--- config.mk ---
export PLATFORM = sky130hd
export DESIGN_NAME = if_stage
export DESIGN_NICKNAME = d
export VERILOG_FILES = /design/src/rtl/if_stage.sv
export SDC_FILE = /design/constraint.sdc
export NUM_CORES = 1
export LEC_CHECK = 0
export CORE_ASPECT_RATIO = 1.5
export CORE_UTILIZATION = 60
export CTS_CLUSTER_SIZE = 20
export DETAILED_ROUTE_END_ITERATION = 16
export PLACE_DENSITY = 0.78
export SETUP_SLACK_MARGIN = 0.1
export SYNTH_ARGS = -nofsm -noshare
export SYNTH_HDL_FRONTEND = slang
export SYNTH_SLANG_ARGS = --single-unit
--- constraint.sdc ---
create_clock -name clk -period 2.4 [get_ports clk]
set_input_delay 0.6 -clock clk [delete_from_list [all_inputs] [get_ports clk]]
set_output_delay 0.6 -clock clk [all_outputs]
set_load 0.01 [all_outputs]
--- src/rtl/if_stage.sv ---
// Instruction fetch with writable instruction memory and IF/ID register for the 20-bit pipeline.
// Define IF_BRANCH_EN to honour branch_taken/branch_target; otherwise the PC only increments.
module if_stage #(
  parameter int          IMEM_DEPTH = 16,
  parameter int          PC_W       = 4,
  parameter logic [19:0] NOP_INSTR  = 20'h00000,
  parameter logic [3:0]  HALT_OPC   = 4'hF
) (
  input  logic            clk,
  input  logic            rst,
  input  logic            start,
  input  logic            stall,
  input  logic            flush,
  input  logic            branch_taken,
  input  logic [PC_W-1:0] branch_target,
  input  logic            imem_we,
  input  logic [PC_W-1:0] imem_waddr,
  input  logic [19:0]     imem_wdata,
  output logic [19:0]     instr_out,
  output logic [PC_W-1:0] pc_out,
  output logic            valid_out,
  output logic            halted
);

  typedef enum logic [1:0] {S_IDLE, S_RUN, S_HALT} state_t;

  state_t          r_state, w_state_next;
  logic [PC_W-1:0] r_pc, w_pc_next;
  logic [19:0]     r_instr, w_instr_next;
  logic [PC_W-1:0] r_pc_out, w_pc_out_next;
  logic            r_valid, w_valid_next;
  logic            r_halt_pend, w_halt_pend_next;
  logic [19:0]     r_mem [IMEM_DEPTH];
  logic [19:0]     w_fetch;
  logic            w_branch;

`ifdef IF_BRANCH_EN
  assign w_branch = branch_taken;
`else
  logic w_unused_branch;
  assign w_branch        = 1'b0;
  assign w_unused_branch = ^{branch_taken, branch_target};
`endif

  // Memory has no reset so its contents survive a pipeline reset.
  always_ff @(posedge clk) begin
    if (imem_we) begin
      r_mem[imem_waddr] <= imem_wdata;
    end
  end

  assign w_fetch = r_mem[r_pc];

  always_comb begin
    w_state_next     = r_state;
    w_pc_next        = r_pc;
    w_instr_next     = r_instr;
    w_pc_out_next    = r_pc_out;
    w_valid_next     = r_valid;
    w_halt_pend_next = 1'b0;
    case (r_state)
      S_RUN: begin
        if (r_halt_pend) begin
          // Halt word sat in IF/ID for one cycle; freeze fetch from now on.
          w_state_next = S_HALT;
          if (flush || !stall) begin
            w_instr_next = NOP_INSTR;
            w_valid_next = 1'b0;
          end
        end else begin
          if (w_branch) begin
            w_pc_next = branch_target;
          end else if (!stall) begin
            w_pc_next = r_pc + PC_W'(1);
          end
          if (flush || w_branch) begin
            w_instr_next = NOP_INSTR;
            w_valid_next = 1'b0;
          end else if (!stall) begin
            w_instr_next     = w_fetch;
            w_pc_out_next    = r_pc;
            w_valid_next     = 1'b1;
            w_halt_pend_next = (w_fetch[19:16] == HALT_OPC);
          end
        end
      end
      default: begin
        if (start) begin
          w_state_next = S_RUN;
          w_pc_next    = '0;
        end
        // Stall holds IF/ID so a halt word stays visible until decode takes it.
        if (flush || !stall) begin
          w_instr_next = NOP_INSTR;
          w_valid_next = 1'b0;
        end
      end
    endcase
  end

  always_ff @(posedge clk or posedge rst) begin
    if (rst) begin
      r_state     <= S_IDLE;
      r_pc        <= '0;
      r_instr     <= NOP_INSTR;
      r_pc_out    <= '0;
      r_valid     <= 1'b0;
      r_halt_pend <= 1'b0;
    end else begin
      r_state     <= w_state_next;
      r_pc        <= w_pc_next;
      r_instr     <= w_instr_next;
      r_pc_out    <= w_pc_out_next;
      r_valid     <= w_valid_next;
      r_halt_pend <= w_halt_pend_next;
    end
  end

  assign instr_out = r_instr;
  assign pc_out    = r_pc_out;
  assign valid_out = r_valid;
  assign halted    = (r_state == S_HALT);

endmodule

==> results.cfg <==
[pwr]
p_switching_mw = 4.310
power_frac_clock_pct = 31.4
p_leak_nw = 5.299
p_seq_share_pct = 42.9
power_mw = 16.94
p_per_area_nw_per_um2 = 1065
swShare_pct = 25.45
combPwrFrac_pct = 25.8
internal-power_mw = 12.63
peakVddDrop_uv = 802.3

[clocking]
clock_sinks = 352
clk_latency_ns = 0.55
cts_root_buf = clkbuf_16
cts_tree = yes
clk_path_buf_depth = 3
clkTransAtPathRegs_ns = 0.07
cts_made_buffers = 30
h-tree-depth = 1
post-cts-setup-buffers = 0

[floorplan]
row_count = 66
die_y_um = 184.8
dieArea_um2 = 22880
die_w_um = 123.9
io_pins = 61
core_region_area_um2 = 21800
start_util_pct = 61.29

[yosys]
ys_ff_latch = 352
ys_types = 33
synth_fp_nets = 617
synth.largest_area_cell = edfxtp_1
synth_top_area_share_pct = 71.91
syn_area_per_cell_um2 = 23.00
synthTopCellsByArea = edfxtp_1 72%, mux4_2 15%, dfrtp_1 6.0%
syn-cell-area_um2 = 13360
ys_seq_area_share_pct = 77.90
ys_warn_count = 0
syn_inst = 581

[critical_path]
path_buf_inv = 1
path_max_fanout = 29
cpPeakStageDelay_ns = 0.56
critPathTopFamily = multiplexers
arrival_ns = 2.64
worstSetupPathType = register to register
rrSetupSlack_ns = 0.21
crit_path_top_delay_cell = mux4_2
cp_common_cell = mux4_2
startpoint_type = register
critPathCaptureType = register
critical_path_required_ns = 2.84
path_cells = buf_12, mux4_2, mux4_2, nand2_1, and4b_1

[sta]
maxSlewViolCount = 0
setup_viol = 0
max_freq_mhz = 455.9
rsz0062_at_grt = no
fin_skew_ns = 0.01221
period_needed_ns = 2.193
hold_viol_final = 0
worst_pin_slew_ns = 0.6943
period_share_pct = 91.39
slew_headroom_pct = 53.66
fin_ws_ns = 0.2066

[final_layout]
fin_nets = 726
area_growth_pct = 18.95
nFillCells = 1216
final_util_pct = 72.91
fin_area_um2 = 15900
drive_gt1_share_pct = 29.13
antenna_cells = 0

[routing]
vias = 6412
drc = 0
drt-initial-drc-count = 672
dr.pass1.iters = 5
antenna_left = 0
viasPerCell = 6.503
routedWlPerCell_um = 29.51
wl_mm = 29.10

[global_route]
antenna_found_initial = 0
grt_max_degree = 46
grt.total_usage_pct = 27.03
grt_pass1_vias = 6719
grt_pass1_wl_mm = 42.57
grt_overflow_total = 0

[place]
dp_hpwl_mm = 16.79
port_buffers = 55
dp_slack_ns = 0.05862
routabilityCongestion = 0.7346
placed_cell_area_um2 = 14800

[status]
status = finished clean

[flow_run]
max_cap_viol_count = 0

[hold_path]
hold_path_class = input pin to async pin
worst paths after layout:
check	cells past startpoint	startpoint	end
setup / recovery	5	r_pc[0]	r_halt_pend
hold / removal	2	rst	pc_out[0]
setup reg to reg	5	r_pc[0]	r_halt_pend
hold reg to reg	2	pc_out[0]	pc_out[0]
max in group asynchronous	3	rst	instr_out[2]
min in group clk	2	pc_out[0]	pc_out[0]
registers in the layout (all words and copies together), names as in the netlist:
name,count
r_halt_pend,1
pc_out,4
r_pc,4
instr_out,20
r_mem,320
r_state,2
valid_out,1
cell usage after synthesis (all sizes together):
cell,number
a21boi,1
a221oi,6
a22o,20
a22oi,3
and2,1
and4b,1
buf,19
clkbuf,9
dfrtp,32
edfxtp,320
ha,1
inv,3
mux2,1
mux2i,12
mux4,91
nand2,20
nand2b,3
nand3,3
nand3b,2
nor2,16
nor2b,3
nor3,4
nor4b,1
o21a,1
o21ai,5
or3b,1
xnor2,1
xor2,1
layout by cell type (no fill, tap or decap), types with 4 or more instances in the layout:
cell,count
mux2i_1,12
clkbuf_1,7
a221oi_1,6
clkdlybuf4s50_1,54
o21ai_0,5
dfrtp_1,30
nand2_1,20
nor3_4,4
bufinv_16,7
buf_12,20
buf_4,29
mux4_2,88
nor2_2,12
clkbuf_16,31
nor2_1,4
a22o_1,20
edfxtp_1,320
clkinv_2,4
what timing repair did:
| action | CTS | global route |
|---|---|---|
| setup endpoints to repair | 0 | 2 |
| resized for setup | 0 | 2 |
| hold buffers | 0 | 0 |
cell families (layout without fill, tap and decap cells):
group / Yosys count / count (layout) / share of synthesized area, %
AO/OA/AOI/OAI: 36 / 36 / 2.172
XOR/XNOR: 2 / 2 / 0.1311
adder cells (fa/ha/maj): 1 / 1 / 0.09362
buffers and inverters: 31 / 164 / 1.330
flip-flops: 352 / 352 / 77.90
multiplexers: 104 / 104 / 16.40
AND/OR/NAND/NOR: 55 / 55 / 1.966
per-stage QoR:
step | instances | hold WS [ns] | TNS [ns]
2_1_floorplan | 581 | 0.5133 | -0.4965
3_3_place_gp | 930 | 0.4613 | 0
3_5_place_dp | 930 | 0.4694 | 0
4_1_cts | 986 | 0.4865 | 0
5_1_grt | 986 | 0.5152 | 0
6_report | 986 | 0.4720 | 0
power by group through the flow:
stage	logic (mW)	clock network [mW]	registers, mW
floorplan	2.92	0	7.38
global placement	4.25	0	7.37
detailed placement	4.36	0	7.39
CTS	4.43	5.36	7.26
global route	4.66	5.61	7.30
finish	4.36	5.31	7.26
final cells by class:
type | count | area (um^2) | area share (%)
Sequential cell | 352 | 10420 | 65.52
Multi-Input combinational cell | 198 | 2855 | 17.96
Timing Repair Buffer | 105 | 1182 | 7.439
Clock buffer | 40 | 829.5 | 5.219
Tap cell | 272 | 340.3 | 2.141
Clock inverter | 16 | 261.5 | 1.645
Inverter | 3 | 11.26 | 0.07084
routing by layer:
layer  GRT usage, %  up-vias  part of all wire (%)
met5              0        -                     0
met4          9.012        0                   2.8
met3          4.249       64                   6.4
met2          46.51      289                    54
met1          35.14     3388                    36
li1               -     2671                     -
(Power assumes the default switching activity.)
